==> src/rtl/display_pkg.sv <==
// rtl/display_pkg.sv - shared constants and enums for the display frame-buffer path
package display_pkg;

    localparam int RGB_W     = 3;
    localparam int FB_W      = 160;
    localparam int FB_H      = 120;
    localparam int FB_ADDR_W = 15;
    localparam int FB_SCALE  = 2;
    localparam logic [RGB_W-1:0] FB_CLR_COLOR = 3'b000;

    typedef enum logic [2:0] {
        GNT_NONE,
        GNT_SCAN,
        GNT_CLR,
        GNT_W0,
        GNT_W1
    } grant_t;

    typedef enum logic {
        CLR_IDLE,
        CLR_RUN
    } clr_state_t;

endpackage

==> src/rtl/fb_access_arbiter_if.sv <==
// rtl/fb_access_arbiter_if.sv - scan, writer, clear and RAM signals of the frame-buffer arbiter
interface fb_access_arbiter_if #(
    parameter int ADDR_W = display_pkg::FB_ADDR_W
);
    import display_pkg::*;

    logic              video_on;
    logic              p_tick;
    logic [9:0]        pix_x;
    logic [9:0]        pix_y;
    logic              w0_valid;
    logic [7:0]        w0_x;
    logic [6:0]        w0_y;
    logic [RGB_W-1:0]  w0_rgb;
    logic              w0_ready;
    logic              w1_valid;
    logic [7:0]        w1_x;
    logic [6:0]        w1_y;
    logic [RGB_W-1:0]  w1_rgb;
    logic              w1_ready;
    logic              clr_start;
    logic              clr_busy;
    logic [ADDR_W-1:0] mem_addr;
    logic              mem_we;
    logic [RGB_W-1:0]  mem_wdata;
    logic [RGB_W-1:0]  mem_rdata;
    logic [RGB_W-1:0]  scan_rgb;

    modport slave (
        input  video_on, p_tick, pix_x, pix_y,
        input  w0_valid, w0_x, w0_y, w0_rgb,
        input  w1_valid, w1_x, w1_y, w1_rgb,
        input  clr_start, mem_rdata,
        output w0_ready, w1_ready, clr_busy,
        output mem_addr, mem_we, mem_wdata, scan_rgb
    );

    modport master (
        output video_on, p_tick, pix_x, pix_y,
        output w0_valid, w0_x, w0_y, w0_rgb,
        output w1_valid, w1_x, w1_y, w1_rgb,
        output clr_start, mem_rdata,
        input  w0_ready, w1_ready, clr_busy,
        input  mem_addr, mem_we, mem_wdata, scan_rgb
    );

endinterface

==> src/rtl/fb_access_arbiter_clear.sv <==
// rtl/fb_access_arbiter_clear.sv - full-buffer clear sequencer (fb_clear_seq)
module fb_clear_seq
    import display_pkg::*;
#(
    parameter int ADDR_W = FB_ADDR_W,
    parameter int DEPTH  = FB_W * FB_H
) (
    input  logic              clk,
    input  logic              reset,
    input  logic              start_i,
    input  logic              slot_i,
    output logic              busy_o,
    output logic [ADDR_W-1:0] addr_o,
    output logic              we_o
);

    localparam logic [ADDR_W-1:0] LAST_ADDR = ADDR_W'(DEPTH - 1);

    clr_state_t        state_q, state_d;
    logic [ADDR_W-1:0] addr_q, addr_d;

    // State and address registers; reset aborts any clear in progress
    always_ff @(posedge clk or negedge reset) begin
        if (!reset) begin
            state_q <= CLR_IDLE;
            addr_q  <= '0;
        end else begin
            state_q <= state_d;
            addr_q  <= addr_d;
        end
    end

    // Next state: one write per free slot, back to idle after the last pixel
    always_comb begin
        state_d = state_q;
        addr_d  = addr_q;
        we_o    = 1'b0;
        case (state_q)
            CLR_IDLE: begin
                if (start_i) begin
                    state_d = CLR_RUN;
                    addr_d  = '0;
                end
            end
            CLR_RUN: begin
                if (slot_i) begin
                    we_o = 1'b1;
                    if (addr_q == LAST_ADDR) begin
                        state_d = CLR_IDLE;
                        addr_d  = '0;
                    end else begin
                        addr_d = addr_q + 1'b1;
                    end
                end
            end
            default: state_d = CLR_IDLE;
        endcase
    end

    assign busy_o = (state_q == CLR_RUN);
    assign addr_o = addr_q;

endmodule

==> src/rtl/fb_access_arbiter.sv <==
// rtl/fb_access_arbiter.sv - frame-buffer RAM port arbiter; FB_VBLANK_WRITE_EN restricts writer grants to blanking
module fb_access_arbiter #(
    parameter int FB_W   = display_pkg::FB_W,
    parameter int FB_H   = display_pkg::FB_H,
    parameter int SCALE  = display_pkg::FB_SCALE,
    parameter int ADDR_W = display_pkg::FB_ADDR_W,
    parameter logic [display_pkg::RGB_W-1:0] CLR_COLOR = display_pkg::FB_CLR_COLOR
) (
    input  logic                  clk,
    input  logic                  reset,
    fb_access_arbiter_if.slave    bus
);
    import display_pkg::*;

    localparam logic [ADDR_W-1:0] FB_W_A = ADDR_W'(FB_W);
    localparam logic [ADDR_W-1:0] FB_H_A = ADDR_W'(FB_H);

    logic [ADDR_W-1:0] scan_x, scan_y, scan_addr;
    logic [ADDR_W-1:0] w0_addr, w1_addr, clr_addr;
    logic              scan_in, w0_in, w1_in, wr_open;
    logic              clr_busy, clr_we;
    grant_t            grant;
    logic              last_w1_q, last_w1_d;
    logic              scan_q, rd_pending_q;
    logic [RGB_W-1:0]  scan_rgb_q, scan_rgb_d;

    fb_clear_seq #(
        .ADDR_W (ADDR_W),
        .DEPTH  (FB_W * FB_H)
    ) u_clear (
        .clk     (clk),
        .reset   (reset),
        .start_i (bus.clr_start),
        .slot_i  (!bus.p_tick),
        .busy_o  (clr_busy),
        .addr_o  (clr_addr),
        .we_o    (clr_we)
    );

    // Coordinate to linear address mapping for the scan and both writers
    always_comb begin
        scan_x    = ADDR_W'(bus.pix_x >> SCALE);
        scan_y    = ADDR_W'(bus.pix_y >> SCALE);
        scan_in   = (scan_x < FB_W_A) && (scan_y < FB_H_A);
        scan_addr = scan_y * FB_W_A + scan_x;
        w0_in     = (ADDR_W'(bus.w0_x) < FB_W_A) && (ADDR_W'(bus.w0_y) < FB_H_A);
        w1_in     = (ADDR_W'(bus.w1_x) < FB_W_A) && (ADDR_W'(bus.w1_y) < FB_H_A);
        w0_addr   = ADDR_W'(bus.w0_y) * FB_W_A + ADDR_W'(bus.w0_x);
        w1_addr   = ADDR_W'(bus.w1_y) * FB_W_A + ADDR_W'(bus.w1_x);
    end

`ifdef FB_VBLANK_WRITE_EN
    assign wr_open = !bus.video_on;
`else
    assign wr_open = 1'b1;
`endif

    // Slot owner: scan always, then clear, then writers round-robin
    always_comb begin
        grant = GNT_NONE;
        if (bus.p_tick) begin
            grant = GNT_SCAN;
        end else if (clr_busy) begin
            grant = GNT_CLR;
        end else if (wr_open) begin
            if (bus.w0_valid && (!bus.w1_valid || last_w1_q)) begin
                grant = GNT_W0;
            end else if (bus.w1_valid) begin
                grant = GNT_W1;
            end
        end
    end

    // RAM port drive; everything held low while reset is asserted
    always_comb begin
        bus.mem_addr  = '0;
        bus.mem_we    = 1'b0;
        bus.mem_wdata = '0;
        bus.w0_ready  = 1'b0;
        bus.w1_ready  = 1'b0;
        if (reset) begin
            case (grant)
                GNT_SCAN: bus.mem_addr = scan_addr;
                GNT_CLR: begin
                    bus.mem_addr  = clr_addr;
                    bus.mem_we    = clr_we;
                    bus.mem_wdata = CLR_COLOR;
                end
                GNT_W0: begin
                    bus.w0_ready  = 1'b1;
                    bus.mem_we    = w0_in;
                    bus.mem_addr  = w0_in ? w0_addr : '0;
                    bus.mem_wdata = w0_in ? bus.w0_rgb : '0;
                end
                GNT_W1: begin
                    bus.w1_ready  = 1'b1;
                    bus.mem_we    = w1_in;
                    bus.mem_addr  = w1_in ? w1_addr : '0;
                    bus.mem_wdata = w1_in ? bus.w1_rgb : '0;
                end
                default: ;
            endcase
        end
    end

    // Next state for round-robin pointer and scanned colour
    always_comb begin
        last_w1_d = last_w1_q;
        if (grant == GNT_W0) last_w1_d = 1'b0;
        if (grant == GNT_W1) last_w1_d = 1'b1;
        scan_rgb_d = scan_rgb_q;
        if (scan_q) scan_rgb_d = rd_pending_q ? bus.mem_rdata : '0;
    end

    // Registers: pointer starts W1-last so W0 wins the first tie
    always_ff @(posedge clk or negedge reset) begin
        if (!reset) begin
            last_w1_q    <= 1'b1;
            scan_q       <= 1'b0;
            rd_pending_q <= 1'b0;
            scan_rgb_q   <= '0;
        end else begin
            last_w1_q    <= last_w1_d;
            scan_q       <= bus.p_tick;
            rd_pending_q <= bus.p_tick && bus.video_on && scan_in;
            scan_rgb_q   <= scan_rgb_d;
        end
    end

    assign bus.clr_busy = clr_busy;
    assign bus.scan_rgb = scan_rgb_q;

endmodule
==> src/flat_wrapper.sv <==
// flat-port wrapper written by rule: the top's interface ports become plain ports
module fb_access_arbiter_flat import display_pkg::*;
#(
    parameter int FB_W   = display_pkg::FB_W,
    parameter int FB_H   = display_pkg::FB_H,
    parameter int SCALE  = display_pkg::FB_SCALE,
    parameter int ADDR_W = display_pkg::FB_ADDR_W,
    parameter logic [display_pkg::RGB_W-1:0] CLR_COLOR = display_pkg::FB_CLR_COLOR
)
  (clk, reset, bus_video_on, bus_p_tick, bus_pix_x, bus_pix_y, bus_w0_valid, bus_w0_x, bus_w0_y, bus_w0_rgb, bus_w1_valid, bus_w1_x, bus_w1_y, bus_w1_rgb, bus_clr_start, bus_mem_rdata, bus_w0_ready, bus_w1_ready, bus_clr_busy, bus_mem_addr, bus_mem_we, bus_mem_wdata, bus_scan_rgb);
  fb_access_arbiter_if #(.ADDR_W(ADDR_W)) bus_i ();
  input  logic clk;
  input  logic reset;
  input wire logic [$bits(bus_i.video_on)-1:0] bus_video_on;
  input wire logic [$bits(bus_i.p_tick)-1:0] bus_p_tick;
  input wire logic [$bits(bus_i.pix_x)-1:0] bus_pix_x;
  input wire logic [$bits(bus_i.pix_y)-1:0] bus_pix_y;
  input wire logic [$bits(bus_i.w0_valid)-1:0] bus_w0_valid;
  input wire logic [$bits(bus_i.w0_x)-1:0] bus_w0_x;
  input wire logic [$bits(bus_i.w0_y)-1:0] bus_w0_y;
  input wire logic [$bits(bus_i.w0_rgb)-1:0] bus_w0_rgb;
  input wire logic [$bits(bus_i.w1_valid)-1:0] bus_w1_valid;
  input wire logic [$bits(bus_i.w1_x)-1:0] bus_w1_x;
  input wire logic [$bits(bus_i.w1_y)-1:0] bus_w1_y;
  input wire logic [$bits(bus_i.w1_rgb)-1:0] bus_w1_rgb;
  input wire logic [$bits(bus_i.clr_start)-1:0] bus_clr_start;
  input wire logic [$bits(bus_i.mem_rdata)-1:0] bus_mem_rdata;
  output wire logic [$bits(bus_i.w0_ready)-1:0] bus_w0_ready;
  output wire logic [$bits(bus_i.w1_ready)-1:0] bus_w1_ready;
  output wire logic [$bits(bus_i.clr_busy)-1:0] bus_clr_busy;
  output wire logic [$bits(bus_i.mem_addr)-1:0] bus_mem_addr;
  output wire logic [$bits(bus_i.mem_we)-1:0] bus_mem_we;
  output wire logic [$bits(bus_i.mem_wdata)-1:0] bus_mem_wdata;
  output wire logic [$bits(bus_i.scan_rgb)-1:0] bus_scan_rgb;
  assign bus_i.video_on = bus_video_on;
  assign bus_i.p_tick = bus_p_tick;
  assign bus_i.pix_x = bus_pix_x;
  assign bus_i.pix_y = bus_pix_y;
  assign bus_i.w0_valid = bus_w0_valid;
  assign bus_i.w0_x = bus_w0_x;
  assign bus_i.w0_y = bus_w0_y;
  assign bus_i.w0_rgb = bus_w0_rgb;
  assign bus_i.w1_valid = bus_w1_valid;
  assign bus_i.w1_x = bus_w1_x;
  assign bus_i.w1_y = bus_w1_y;
  assign bus_i.w1_rgb = bus_w1_rgb;
  assign bus_i.clr_start = bus_clr_start;
  assign bus_i.mem_rdata = bus_mem_rdata;
  assign bus_w0_ready = bus_i.w0_ready;
  assign bus_w1_ready = bus_i.w1_ready;
  assign bus_clr_busy = bus_i.clr_busy;
  assign bus_mem_addr = bus_i.mem_addr;
  assign bus_mem_we = bus_i.mem_we;
  assign bus_mem_wdata = bus_i.mem_wdata;
  assign bus_scan_rgb = bus_i.scan_rgb;
  fb_access_arbiter #(.FB_W(FB_W), .FB_H(FB_H), .SCALE(SCALE), .ADDR_W(ADDR_W), .CLR_COLOR(CLR_COLOR)) u_core (.clk(clk), .reset(reset), .bus(bus_i));
endmodule
==> config.mk <==
export PLATFORM = sky130hd
export DESIGN_NAME = fb_access_arbiter_flat
export DESIGN_NICKNAME = d
export VERILOG_FILES = /design/src/rtl/display_pkg.sv /design/src/rtl/fb_access_arbiter_if.sv /design/src/rtl/fb_access_arbiter_clear.sv /design/src/rtl/fb_access_arbiter.sv /design/src/flat_wrapper.sv
export SDC_FILE = /design/constraint.sdc
export NUM_CORES = 1
export LEC_CHECK = 0
export CAP_MARGIN = 25
export CORE_MARGIN = 2
export CORE_UTILIZATION = 49
export DETAILED_ROUTE_END_ITERATION = 6
export GPL_TIMING_DRIVEN = 0
export PLACE_DENSITY = 0.82
export SLEW_MARGIN = 20
export SYNTH_ARGS = -nofsm -noshare
export SYNTH_HDL_FRONTEND = slang
export SYNTH_SLANG_ARGS = --single-unit
export TNS_END_PERCENT = 30
==> constraint.sdc <==
create_clock -name clk -period 3.06 [get_ports clk]
set_clock_uncertainty 0.05 [all_clocks]
set_input_delay 0.306 -clock clk [delete_from_list [all_inputs] [get_ports clk]]
set_output_delay 0.306 -clock clk [all_outputs]
set_load 0.01 [all_outputs]
Yosys cells after proc, flatten, opt, wreduce, memory -nomap -nowiden
Index checks and enable logic that the tools add are counted.
{ "op_classes": {"addsub": 4, "n_mul": 3, "div_mod_pow": 0, "order_cmp": 6, "n_eq_ne": 7, "n_shift": 0, "n_mux": 31, "bitwise": 1, "reduce_logical": 10} }
{ "op_table": {"columns": ["op", "n"], "rows": [
  ["15-bit two-way mux", 6],
  ["15-bit one-hot mux with 4 select lines", 1],
  ["15-bit by 8-bit adder with 15-bit output", 3],
  ["15-bit one-hot mux with 2 select lines", 1],
  ["8-bit less-than comparator (second input constant)", 3],
  ["3-bit two-way mux", 8],
  ["7-bit by 3-bit multiplier with 10-bit output (second input constant)", 2],
  ["15-bit by 1-bit adder with 15-bit output (second input constant)", 1],
  ["15-bit equality test (second input constant)", 1],
  ["7-bit less-than comparator (second input constant)", 2],
  ["1-bit two-way mux", 12],
  ["8-bit by 3-bit multiplier with 10-bit output (second input constant)", 1],
  ["8-bit by 7-bit less-than comparator with 1-bit output (second input constant)", 1],
  ["3-bit by 2-bit equality test with 1-bit output (second input constant)", 2],
  ["1-bit logical AND", 6],
  ["3-bit one-hot mux with 2 select lines", 1],
  ["2-bit != test (second input constant)", 2],
  ["3-bit by 1-bit equality test with 1-bit output (second input constant)", 1],
  ["3-bit equality test (second input constant)", 1],
  ["1-bit one-hot mux with 3 select lines", 1],
  ["1-bit one-hot mux with 2 select lines", 1],
  ["2-bit AND reduction", 1],
  ["2-bit nonzero test", 1],
  ["1-bit logical NOT", 1],
  ["other kinds (2)", 2]
]} }
{ "word_totals": {"register_bits": 22, "latch_bits": 0, "mem_bits_rw": 0, "mem_bits_ro": 0, "inputBits": 66, "output_inout_bits": 25, "elab_cells": 68, "n_memories": 0} }

Logic depth before layout (Yosys ltp)
Gate-level depths: netlist of run 1.
{ "depth": {"ltp_word": 9, "depth_mapped": 11, "mapped_depth_nobuf": 11} }

Hierarchy
From an unflattened synthesis of run 1, not the netlist that was laid out.
{ "hier_totals": {"hier_cells": 384, "area_unflattened_um2": 3184.3} }
{ "by_module_without_submodules": {"columns": ["module", "n_inst", "cells_each", "area_each_um2", "seq_area_each_um2"], "rows": [
  ["fb_access_arbiter", 1, 278, 2202.1, 151.4],
  ["fb_clear_seq", 1, 106, 982.2, 400.4]
]} }

Worst setup path before layout of run 1
Ideal clock, no wire load.
{ "synth_timing": {"path_kind": "input-to-output", "startpoint": "in bus_w1_y[1]", "endpoint": "out bus_mem_addr[13]", "t_arrival_ns": 2.455, "t_required_ns": 2.704, "path_slack_ns": 0.249, "path_stages": 11, "n_path_buf": 0, "path_cell_list": "ha_1 > ha_1 > inv_1 > fa_1 > nand2b_1 > o2bb2ai_1 > xnor2_2 > nand3_1 > xor2_1 > a2111oi_1 > a21oi_1"} }
{ "synth_via": {"elab_chain_cells": 5, "word_cells_on_any_way": 7, "classes_between": "1 x add/sub; 1 x mul; 1 x order compare; 3 x mux; 1 x reduce/logical"} }
{ "synth_lines": {"columns": ["item", "line", "text"], "rows": [
  ["start, declared", "flat_wrapper.sv:24", "input wire logic [$bits(bus_i.w1_y)-1:0] bus_w1_y;"],
  ["7-bit by 3-bit multiplier with 10-bit output / 7-bit less-than comparator (equally long branches)", "fb_access_arbiter.sv:49, fb_access_arbiter.sv:47", null],
  ["15-bit by 8-bit adder with 15-bit output / 1-bit logical AND (equally long branches)", "fb_access_arbiter.sv:49, fb_access_arbiter.sv:47", null],
  ["15-bit two-way mux *", "fb_access_arbiter.sv:98", "bus.mem_addr = w1_in ? w1_addr : '0;"],
  ["15-bit one-hot mux with 4 select lines *", "fb_access_arbiter.sv:82", "case (grant)"],
  ["15-bit two-way mux *", "fb_access_arbiter.sv:81", "if (reset) begin"],
  ["end, declared", "flat_wrapper.sv:31", "output wire logic [$bits(bus_i.mem_addr)-1:0] bus_mem_addr;"]
]} }
Every way passes the cells marked *; elsewhere a longest branch is shown, timed or not.

Final worst setup path of run 1
{ "layout_timing": {"startpoint": "in bus_w0_y[3]", "endpoint": "out bus_mem_addr[14]"} }
{ "layout_via": {"elab_chain_cells": 5, "word_cells_on_any_way": 7, "classes_between": "1 x add/sub; 1 x mul; 1 x order compare; 3 x mux; 1 x reduce/logical"} }
{ "layout_lines": {"columns": ["item", "line", "text"], "rows": [
  ["start, declared", "flat_wrapper.sv:20", "input wire logic [$bits(bus_i.w0_y)-1:0] bus_w0_y;"],
  ["7-bit by 3-bit multiplier with 10-bit output / 7-bit less-than comparator (equally long branches)", "fb_access_arbiter.sv:48, fb_access_arbiter.sv:46", null],
  ["15-bit by 8-bit adder with 15-bit output / 1-bit logical AND (equally long branches)", "fb_access_arbiter.sv:48, fb_access_arbiter.sv:46", null],
  ["15-bit two-way mux *", "fb_access_arbiter.sv:92", "bus.mem_addr = w0_in ? w0_addr : '0;"],
  ["15-bit one-hot mux with 4 select lines *", "fb_access_arbiter.sv:82", null],
  ["15-bit two-way mux *", "fb_access_arbiter.sv:81", null]
]} }
Marked as above.

==> reports/results.txt, run 1 <==
IO Count -> 91
Initial Util -> 51.3%
Hold-fix buffers, CTS -> 0
Worst-Margin Slew -> 617 ps
Max IR drop VDD -> 0.195 mV
clock sinks -> 22
DR vias/cell -> 6.30
area leader, netlist -> dfrtp_1
power per cell area -> 298 nW/um^2
fraction of registers with async set/reset -> 100%
antenna viol nets, final -> 0
cell row count -> 28
max_slew headroom -> 58.6%
fin. max-slew vios -> 0
unrepaired setup endpoints after global routing -> yes
Net Sw Frac -> 39.2%
most frequent cell after synthesis -> ha_1
Gate Count Post-Synth -> 368
fin worst setup slack -> -34.9 ps
count of antenna diodes in the layout -> 0
Critical Path AT -> 2740 ps
synthesized area -> 3070 sq um
outcome -> finished with violations
share of the synthesized area in the top cell type -> 17.1%
clock share of power -> 14.9%
DRT Wirelength -> 10600 um
vias in the first global route -> 3434
Hold Vio Cnt, Final -> 21
number of port buffers -> 86
CP Data Required Time -> 2700 ps
DRC viols -> 0
core footprint -> 5990 sq um
failing checks -> hold timing, setup timing
most instantiated cells after synthesis -> ha_1, nand2_1, o21ai_0, a21oi_1, dfrtp_1
Flop pwr share -> 24.2%
Hold Crit Class -> input port to async pin
Main synth FF type -> dfrtp_1
Finished Core Util -> 79.3%
Avg Inst Size Synth -> 8.35 sq um
largest net degree at the start of global routing -> 28
Die X -> 83.2 um
first-pass GRT wire length -> 16200 um
final setup vio count -> 2
H-tree depth -> 1
Die Ht -> 83.2 um
GP Congestion -> 0.937
non-filler instance count after layout -> 553
number of enable flip-flop cells after synthesis -> 0
Final #Nets -> 593
hold slack -> -13.0 ps
fin crit period -> 3090 ps
DR iter-0 viols -> 271
hpwl dp -> 6860 um
full die area -> 6920 sq um
synth top area cells -> dfrtp_1, ha_1, xor2_1
Int Power -> 860 uW
Synth Register Bits -> 22
crit path kind -> input port to output pin
Reg clk slew, reported paths -> 80 ps
Pleak -> 1.92 nW
gr usage total -> 28.2%
CTS Buf Count -> 3
max-cap viol count -> 0
placed insts -> 529
Avg WL per Cell -> 19.1 um
Syn-to-layout area delta -> 54.5%
initial antenna violation count -> 0
Comb power frac -> 60.9%
Seq/Total Area, Yosys -> 18.0%
Via Count -> 3483
crit start category -> input port
CTS tree -> yes
clock latency on the worst-skew pair -> 270 ps
Setup Slack @ Placement -> -1020 ps
CTS Root Cell -> clkbuf_8
period utilization -> 101%
Worst Setup End Kind -> output pin
yosys warns -> 0
Cell variety after synth -> 63
f_max -> 323 MHz
fraction of layout instances using a drive strength above 1 -> 29.9%
net switching power -> 555 uW
DRT Pass-1 Iters -> 5
total gr overflow -> 0
Max clock buf depth -> 2
syn nets -> 482
crit-path max FO -> 3
==> timing repair <==
| item | CTS | global route |
|---|---|---|
| pin swaps | 42 | 37 |
| setup buffers | 16 | 4 |
| resized for setup | 133 | 66 |
| setup endpoints to repair | 17 | 10 |
==> worst max-delay path, cell delays in order <==
cell and delay, ps:
buf_8 110, ha_4 270, ha_4 150, inv_2 40, fa_2 460, nand2b_4 200, nor4b_4 320, buf_4 170
o211ai_1 110, o21bai_4 200, a41oi_2 230, buf_2 170
==> layout make-up <==
class,instances,area (sq um)
clock buffer,4,55.1
multi-input combinational,316,2950
timing repair buffer,106,953
inverter,19,71.3
fill,365,1240
tap,75,93.8
sequential,22,553
buffer,11,71.3
==> power by group through the flow <==
| stage | clock (mW) | combinational (mW) | sequential (mW) |
|---|---|---|---|
| finish | 0.211 | 0.862 | 0.343 |
| global route | 0.227 | 0.919 | 0.346 |
| CTS | 0.212 | 0.744 | 0.341 |
| detailed placement | 0 | 0.606 | 0.347 |
| global placement | 0 | 0.593 | 0.346 |
| floorplan | 0 | 0.379 | 0.340 |
==> cell families after synthesis <==
family | after synthesis | share of synthesized area [%]
compound gates | 115 | 25.5
flops | 22 | 18.0
simple gates | 121 | 21.9
buf+inv | 30 | 4.28
fa+ha+maj | 49 | 21.3
xor+xnor | 31 | 9.08
==> state kept, by name (all words and copies together) (netlist names) <==
register,count
u_core.bus.scan_rgb,3
u_core.last_w1_q,1
u_core.rd_pending_q,1
u_core.scan_q,1
u_core.u_clear.addr_o,15
u_core.u_clear.busy_o,1
==> final timing paths <==
| check | start | endpoint | slack, ps | depth (start not counted) |
|---|---|---|---|---|
| worst max-delay path | bus_w0_y[3] | bus_mem_addr[14] | -30 | 12 |
| min in group clk | bus_p_tick | u_core.scan_q | 250 | 1 |
| max in group asynchronous | reset | u_core.u_clear.busy_o | 2550 | 1 |
| worst min-delay path | reset | u_core.bus.scan_rgb[1] | -10 | 1 |
| worst max register to register | u_core.u_clear.addr_o[0] | u_core.u_clear.addr_o[9] | 910 | 9 |
| worst min register to register | u_core.rd_pending_q | u_core.bus.scan_rgb[0] | 480 | 2 |
==> routing by layer <==
metal  part of all wire, %  track usage [%]  up-vias
li1                      -                -     1590
met4                   3.7             10.3        0
met1                    39             36.1     1658
met2                    50             47.7      195
met3                   7.6             5.07       40
met5                     0                0        -
==> stage by stage <==
step | instance area (sq um) | power, mW | TNS (ps) | hold WS (ps)
after floorplan | 3070 | 0.719 | 0 | -39.6
after global placement | 4030 | 0.939 | -7390 | 468
after detailed placement | 4020 | 0.953 | -5860 | 286
after CTS | 4510 | 1.30 | 0 | 4.82
after global routing | 4750 | 1.49 | -266 | 31.0
final | 4750 | 1.42 | -61.4 | -13.0
==> cell usage in the layout (no fill, tap or decap), types with 4 or more instances in the layout <==
master           netlist  final
a21o_1                 4      4
a21oi_1               24     17
a21oi_2                1      6
a222oi_1              10     10
a22oi_1                9      8
and3_1                 9      8
buf_2                  3     12
buf_4                  2     23
clkbuf_2               0     11
clkbuf_8               0      4
clkdlybuf4s50_1        0     56
dfrtp_1               21     20
dlygate4sd2_1          0      6
ha_1                  42     20
ha_4                   0     21
inv_1                 19     16
nand2_1               36     36
nand2b_1               7      4
nand3_1               10      9
nand4_1                4      4
nor2_1                18     16
nor2b_1                5      4
nor3_2                 2      5
o21ai_0               30     29
o21ai_1                4      4
o31ai_1                4      4
xnor2_1               12      8
xnor2_2                1      5
xor2_1                18     15
(Power assumes the default switching activity.)
==> run 2, diff against run 1 <==
--- a/config.mk
+++ b/config.mk
@@ -10,9 +10,10 @@
 export CORE_UTILIZATION = 49
 export DETAILED_ROUTE_END_ITERATION = 6
 export GPL_TIMING_DRIVEN = 0
-export PLACE_DENSITY = 0.82
+export PLACE_DENSITY = 0.94
 export SLEW_MARGIN = 20
 export SYNTH_ARGS = -nofsm -noshare
 export SYNTH_HDL_FRONTEND = slang
+export SYNTH_HIERARCHICAL = 1
 export SYNTH_SLANG_ARGS = --single-unit
 export TNS_END_PERCENT = 30
==> run 2 against run 1 <==
Compared with the run above:
- the run ends with DRC, setup timing left
- largest cell class unchanged
- flip-flop and latch count is the same
- register-to-register slack better by 120 ps
- first-iteration DRC count up 100%
- die area grew 3.5%
- design area increased by 1.7%
- highest routed layer unchanged
- critical path depth did not move
- combinational power decreased by 3.9%
- critical path type unchanged
- routed wire length up 15%
- critical endpoint is now bus_mem_addr[13]
==> reports/results.txt, run 2 <==
max-cap viol count -> 0 (unchanged)
GRT met1 Usage -> 37.1% (was 36.1%)
unrepaired setup endpoints after global routing -> yes (unchanged)
Largest register FFs -> 15 (unchanged)
crit path cell chain -> buf_8 > ha_4 > ha_4 > inv_2 > fa_2 > xor2_2 > or3b_4 > or4b_4 > mux2_4 > a311o_1 > a221o_1 > buf_6 (was buf_8 > ha_4 > ha_4 > inv_2 > fa_2 > nand2b_4 > nor4b_4 > buf_4 > o211ai_1 > o21bai_4 > a41oi_2 > buf_2)
crit start category -> input port (unchanged)
Max IR drop VDD -> 0.210 mV (was 0.195 mV)
DRC viols -> 17 (was 0)
gr busiest metal -> met2 (unchanged)
commonest non-fill, non-tap cell in the layout -> clkdlybuf4s50_1 (unchanged)
Hold-fix buffers, CTS -> 0 (unchanged)
Reg clk slew, reported paths -> 80 ps (about the same)
Via Count -> 3927 (was 3483)
DRT Wirelength -> 12200 um (was 10600 um)
fin worst setup slack -> -688 ps (was -34.9 ps)
net switching power -> 571 uW (was 555 uW)
clock share of power -> 13.7% (was 14.9%)
Avg WL per Cell -> 21.2 um (was 19.1 um)
first-pass GRT wire length -> 19000 um (was 16200 um)
met2 Use GR -> 58.7% (was 47.7%)
DR vias/cell -> 6.82 (was 6.30)
hold slack -> 136 ps (was -13.0 ps)
fraction of registers with async set/reset -> 100% (unchanged)
antenna viol nets, final -> 0 (unchanged)
H-tree depth -> 1 (unchanged)
DR iter-0 viols -> 543 (was 271)
gr usage total -> 32.7% (was 28.2%)
Synth Register Bits -> 22 (unchanged)
most instantiated cells after synthesis -> ha_1, nor2_1, nand2_1, a21oi_1, dfrtp_1 (was ha_1, nand2_1, o21ai_0, a21oi_1, dfrtp_1)
clock sinks -> 22 (unchanged)
Net Sw Frac -> 41.1% (was 39.2%)
most frequent cells in the layout -> clkdlybuf4s50_1, nor2_1, nand2_1, buf_4, ha_1 (was clkdlybuf4s50_1, nand2_1, o21ai_0, buf_4, ha_4)
Gate Count Post-Synth -> 384 (was 368)
hpwl dp -> 8170 um (was 6860 um)
total power -> 1.39 mW (was 1.42 mW)
initial antenna violation count -> 0 (unchanged)
total gr overflow -> 0 (unchanged)
Cell variety after synth -> 64 (was 63)
cell row count -> 29 (was 28)
full die area -> 7160 sq um (was 6920 sq um)
CP most frequent cell -> ha_4 (unchanged)
CTS Root Cell -> clkbuf_8 (unchanged)
Syn-to-layout area delta -> 51.6% (was 54.5%)
Seq/Total Area, Yosys -> 17.3% (was 18.0%)
number of port buffers -> 86 (unchanged)
outcome -> finished with violations (unchanged)
IO Count -> 91 (unchanged)
Final #Nets -> 614 (was 593)
worst stage delay on the critical path -> 550 ps (was 460 ps)
synth top area cells -> dfrtp_1, ha_1, xor2_1 (unchanged)
Buf/Inv on CP -> 3 (was 4)
met3 Use GR -> 5.01% (was 5.07%)
most frequent cell after synthesis -> ha_1 (unchanged)
Worst-Margin Slew -> 697 ps (was 617 ps)
Max clock buf depth -> 2 (unchanged)
crit path kind -> input port to output pin (unchanged)
count of antenna diodes in the layout -> 0 (unchanged)
CTS Buf Count -> 3 (unchanged)
CP Data Required Time -> 2700 ps (about the same)
number of enable flip-flop cells after synthesis -> 0 (unchanged)
Flop pwr share -> 26.7% (was 24.2%)
Critical Path AT -> 3390 ps (was 2740 ps)
CP max stage cell -> or4b_4 (was fa_2)
fin. max-slew vios -> 0 (unchanged)
Avg Inst Size Synth -> 8.29 sq um (was 8.35 sq um)
Hold Vio Cnt, Final -> 0 (was 21)
DRT Pass-1 Iters -> 7 (was 5)
Worst Setup End Kind -> output pin (unchanged)
period utilization -> 122% (was 101%)
Comb power frac -> 59.6% (was 60.9%)
setup TNS -> -921 ps (was -61.4 ps)
Pleak -> 2.04 nW (was 1.92 nW)
core footprint -> 6310 sq um (was 5990 sq um)
Initial Util -> 50.4% (was 51.3%)
syn nets -> 498 (was 482)
crit-path max FO -> 2 (was 3)
fin crit period -> 3750 ps (was 3090 ps)
Die X -> 84.6 um (was 83.2 um)
final setup vio count -> 3 (was 2)
vias in the first global route -> 4019 (was 3434)
Main synth FF type -> dfrtp_1 (unchanged)
Int Power -> 819 uW (was 860 uW)
cell family with most CP delay -> simple AND/OR/NAND/NOR gates (was adder cells)
Die Ht -> 84.6 um (was 83.2 um)
GP Congestion -> 0.912 (was 0.937)
failing checks -> DRC, setup timing (was hold timing, setup timing)
max_slew headroom -> 53.5% (was 58.6%)
power per cell area -> 288 nW/um^2 (was 298 nW/um^2)
Hold Crit Class -> input port to async pin (unchanged)
yosys warns -> 6 (was 0)
fraction of layout instances using a drive strength above 1 -> 25.9% (was 29.9%)
share of the synthesized area in the top cell type -> 16.5% (was 17.1%)
CTS tree -> yes (unchanged)
largest net degree at the start of global routing -> 16 (was 28)
f_max -> 267 MHz (was 323 MHz)
area leader, netlist -> dfrtp_1 (unchanged)
synthesized area -> 3180 sq um (was 3070 sq um)
clock latency on the worst-skew pair -> 270 ps (about the same)
[run 2: cell count changes in the layout (fill, tap and decap cells not counted), moves of 5 or more]
cell             previous run  this run
clkbuf_2                   11         3
a31oi_1                     3        17
nor2_1                     16        29
nand4_1                     4        11
o21ai_0                    29        15
nor3_2                      5         0
nand2_1                    36        29
clkdlybuf4s50_1            56        51
[run 2: logic make-up after synthesis]
group           after synthesis  synth area share, %
simple gates                132                 23.7
compound gates              115                 24.7
fa+ha+maj                    49                 20.6
buf+inv                      33                 4.40
xor+xnor                     31                 8.53
flops                        22                 17.3
mux                           2                0.786
[run 2: repair_timing]
item,4_1_cts,5_1_grt
gates cloned,0,0
buffers inserted,17,6
pin swaps,38,10
endpoints found under the setup margin,19,14
gates resized for setup,177,12
[run 2: metrics by stage]
stage / utilization [%] / setup slack [ps] / std cells / area, sq um
global route: 76.5 / -720 / 576 / 4830
CTS: 75.0 / -644 / 570 / 4730
detailed placement: 66.4 / -1540 / 549 / 4200
floorplan: - / -401 / 384 / 3220
finish: 76.5 / -688 / 576 / 4830
global placement: 66.2 / -1500 / 547 / 4180
[run 2: layout make-up]
class,instances,area [sq um]
flip-flops and latches,22,553
multi-input cells,329,2920
fillers,414,1490
plain buffers,13,95.1
repair buffers,111,1040
clock buffers,4,45.0
inverters,20,75.1
well taps,77,96.3
[run 2: path summary, 6_finish.rpt]
path / end / start / slack (ps) / cells after the start
worst max-delay path: bus_mem_addr[13] / bus_w0_y[1] / -690 / 12
worst min-delay path: u_core/u_clear/addr_o[4] / reset / 140 / 1
worst max register to register: u_core/u_clear/addr_o[11] / u_core/u_clear/addr_o[0] / 1030 / 7
worst min register to register: u_core/bus.scan_rgb[0] / u_core/bus.scan_rgb[0] / 490 / 2
max in group asynchronous: u_core/last_w1_q / reset / 2200 / 2
min in group clk: u_core/rd_pending_q / bus_pix_y[9] / 410 / 2
[run 2: power groups by stage]
stage	Clock, mW	Combinational (mW)	Sequential (mW)
floorplan	0	0.403	0.357
global placement	0	0.614	0.367
detailed placement	0	0.650	0.372
CTS	0.191	0.769	0.368
global route	0.209	0.877	0.375
finish	0.191	0.828	0.371
[run 2: routing by layer]
metal  part of all wire [%]  vias to the layer above
met5                      0                        -
met4                    5.9                        0
met3                    9.8                       88
met2                     49                      318
met1                     35                     1823
li1                       -                     1698
[run 2: worst reg2reg max path: stages, from the launching register on]
cell and delay [ps]:
dfrtp_1 460, ha_1 300, and4_1 250, buf_6 150
nand4_4 210, buf_6 220, a31oi_1 210, a21oi_1 70
==> run 3, diff against run 2 <==
--- a/config.mk
+++ b/config.mk
@@ -10,7 +10,9 @@
 export CORE_UTILIZATION = 49
 export DETAILED_ROUTE_END_ITERATION = 6
 export GPL_TIMING_DRIVEN = 0
+export HOLD_SLACK_MARGIN = 0.08
 export PLACE_DENSITY = 0.94
+export REMOVE_ABC_BUFFERS = 1
 export SLEW_MARGIN = 20
 export SYNTH_ARGS = -nofsm -noshare
 export SYNTH_HDL_FRONTEND = slang
==> run 3 against run 2 <==
Compared with the run above:
- the flow still finishes with violations (DRC, setup timing)
- setup slack got worse by 21 ps
- via count up 0.64%
- sequential power down 1%
- register-to-register slack lost 70 ps
- design area grew 0.26%
- sequential share of layout area shrank 0.055 points
- maximum frequency down 0.55%
- die area is the same
- power up 4.9%
- critical path type unchanged
- largest cell class unchanged
==> reports/results.txt, run 3 (synthesis results as in run 2) <==
FF-to-FF path depth -> 5 (was 7)
fin crit period -> 3770 ps (was 3750 ps)
Comb power frac -> 62.1% (was 59.6%)
Reg-to-Reg Start -> u_core/u_clear/addr_o[0] (unchanged)
total gr overflow -> 0 (unchanged)
antenna viol nets, final -> 0 (unchanged)
Hold Vio Cnt, Final -> 0 (unchanged)
CTS Buf Count -> 3 (unchanged)
commonest non-fill, non-tap cell in the layout -> clkdlybuf4s50_1 (unchanged)
Final Instance Area -> 4840 sq um (was 4830 sq um)
vias in the first global route -> 3902 (was 4019)
initial antenna violation count -> 0 (unchanged)
GRT met1 Usage -> 36.6% (was 37.1%)
reg-to-reg critical path endpoint -> u_core/u_clear/addr_o[11] (unchanged)
DRT Pass-1 Iters -> 7 (unchanged)
Flop pwr share -> 25.1% (was 26.7%)
clock latency on the worst-skew pair -> 270 ps (about the same)
number of port buffers -> 86 (unchanged)
Max IR drop VDD -> 0.180 mV (was 0.210 mV)
count of antenna diodes in the layout -> 0 (unchanged)
fraction of layout instances using a drive strength above 1 -> 25.8% (was 25.9%)
Int Power -> 861 uW (was 819 uW)
unrepaired setup endpoints after global routing -> yes (unchanged)
CTS Root Cell -> clkbuf_8 (unchanged)
crit start category -> input port (unchanged)
setup TNS -> -1740 ps (was -921 ps)
Setup Slack @ Placement -> -1650 ps (was -1540 ps)
Net Sw Frac -> 41.0% (was 41.1%)
failing checks -> DRC, setup timing (unchanged)
Reg clk slew, reported paths -> 70 ps (was 80 ps)
Via Count -> 3952 (was 3927)
DR vias/cell -> 6.93 (was 6.82)
cell row count -> 29 (unchanged)
Final #Nets -> 608 (was 614)
Max clock buf depth -> 2 (unchanged)
Syn-to-layout area delta -> 52.0% (was 51.6%)
largest net degree at the start of global routing -> 23 (was 16)
power per cell area -> 302 nW/um^2 (was 288 nW/um^2)
gr usage total -> 30.8% (was 32.7%)
Initial Util -> 50.4% (unchanged)
fin worst setup slack -> -709 ps (was -688 ps)
Worst-Margin Slew -> 908 ps (was 697 ps)
Die X -> 84.6 um (unchanged)
fin. max-slew vios -> 0 (unchanged)
DR iter-0 viols -> 656 (was 543)
met2 Use GR -> 52.1% (was 58.7%)
crit path kind -> input port to output pin (unchanged)
Finished Core Util -> 76.7% (was 76.5%)
net switching power -> 599 uW (was 571 uW)
Avg WL per Cell -> 21.6 um (was 21.2 um)
CP Data Required Time -> 2700 ps (about the same)
most frequent cells in the layout -> clkdlybuf4s50_1, nand2_1, nor2_1, buf_4, ha_1 (was clkdlybuf4s50_1, nor2_1, nand2_1, buf_4, ha_1)
final setup vio count -> 12 (was 3)
first-pass GRT wire length -> 18100 um (was 19000 um)
outcome -> finished with violations (unchanged)
Hold Crit Class -> input port to flop (was input port to async pin)
DRC viols -> 42 (was 17)
Placed Area -> 4120 sq um (was 4200 sq um)
Pleak -> 2.00 nW (was 2.04 nW)
CP endpoint -> bus_mem_addr[13] (unchanged)
gr busiest metal -> met2 (unchanged)
critical path startpoint -> bus_w0_y[1] (unchanged)
max_slew headroom -> 38.8% (was 53.5%)
total power -> 1.46 mW (was 1.39 mW)
clock sinks -> 22 (unchanged)
met3 Use GR -> 7.18% (was 5.01%)
R2R Setup Slk -> 960 ps (was 1030 ps)
H-tree depth -> 1 (unchanged)
crit-path max FO -> 2 (unchanged)
GP Congestion -> 0.899 (was 0.912)
hpwl dp -> 7300 um (was 8170 um)
CTS tree -> yes (unchanged)
max-cap viol count -> 0 (unchanged)
period utilization -> 123% (was 122%)
Largest register FFs -> 15 (unchanged)
full die area -> 7160 sq um (unchanged)
f_max -> 265 MHz (was 267 MHz)
core footprint -> 6310 sq um (unchanged)
DRT Wirelength -> 12300 um (was 12200 um)
Die Ht -> 84.6 um (unchanged)
clock share of power -> 12.8% (was 13.7%)
IO Count -> 91 (unchanged)
Critical Path AT -> 3410 ps (was 3390 ps)
Worst Setup End Kind -> output pin (unchanged)
==> run 3: changes by cell type in the layout (fill, tap and decap cells not counted), moves of 3 or more <==
cell,previous run,this run
buf_4,22,25
clkdlybuf4s50_1,51,56
dlygate4sd2_1,10,6
nor2_1,29,26
xor2_1,18,14
xor2_2,1,5
==> run 3: power groups by stage <==
stage | Sequential, mW | Clock [mW] | Combinational [mW]
after floorplan | 0.358 | 0 | 0.387
after global placement | 0.367 | 0 | 0.594
after detailed placement | 0.369 | 0 | 0.625
after CTS | 0.364 | 0.190 | 0.732
after global routing | 0.372 | 0.202 | 0.951
final | 0.367 | 0.187 | 0.905
==> run 3: what timing repair did <==
action,CTS,global route
pin swaps,29,28
hold endpoints to repair,21,0
buffers inserted,15,11
hold buffers,2,0
resized for setup,119,49
setup endpoints to repair,19,18
==> run 3: cell type report <==
class | instances | area (sq um)
multi-input combinational | 329 | 2990
fill | 377 | 1470
timing repair buffer | 118 | 1080
sequential | 22 | 552
tap | 77 | 96.3
inverter | 20 | 75.1
clock buffer | 4 | 45.0
==> run 3: metrics by stage <==
step,std cells,hold slack [ps]
2_1_floorplan,371,-39.6
6_report,570,355
4_1_cts,558,488
5_1_grt,570,338
3_3_place_gp,534,458
3_5_place_dp,537,287
==> run 3: worst max-delay path, stage by stage <==
cell and delay (ps):
buf_8 100, ha_4 260, ha_4 130, inv_2 40, fa_2 370, nand2b_1 190
a21oi_2 200, xor2_1 250, or4b_4 520, mux2_4 320, a311o_1 270, a221o_1 310
buf_2 150
==> run 3: worst min-delay path by stage <==
stage	end	startpoint	depth (start not counted)	slack [ps]
4_1_cts	u_core/bus.scan_rgb[0]	u_core/bus.scan_rgb[0]	2	490
5_1_grt	u_core/rd_pending_q	bus_pix_y[9]	2	340
6_report	u_core/rd_pending_q	bus_pix_y[9]	2	350
3_5_place_dp	u_core/u_clear/addr_o[0]	reset	1	290
2_1_floorplan	u_core/bus.scan_rgb[0]	reset	0	-40
3_3_place_gp	u_core/bus.scan_rgb[1]	u_core/rd_pending_q	2	460
==> run 3: routing by layer <==
metal,up-vias,wire [um],share of wire [%]
met4,0,851,6.9
met2,360,5930,48
met1,1805,4350,35
met3,103,1180,9.6
li1,1684,-,-
met5,-,0,0
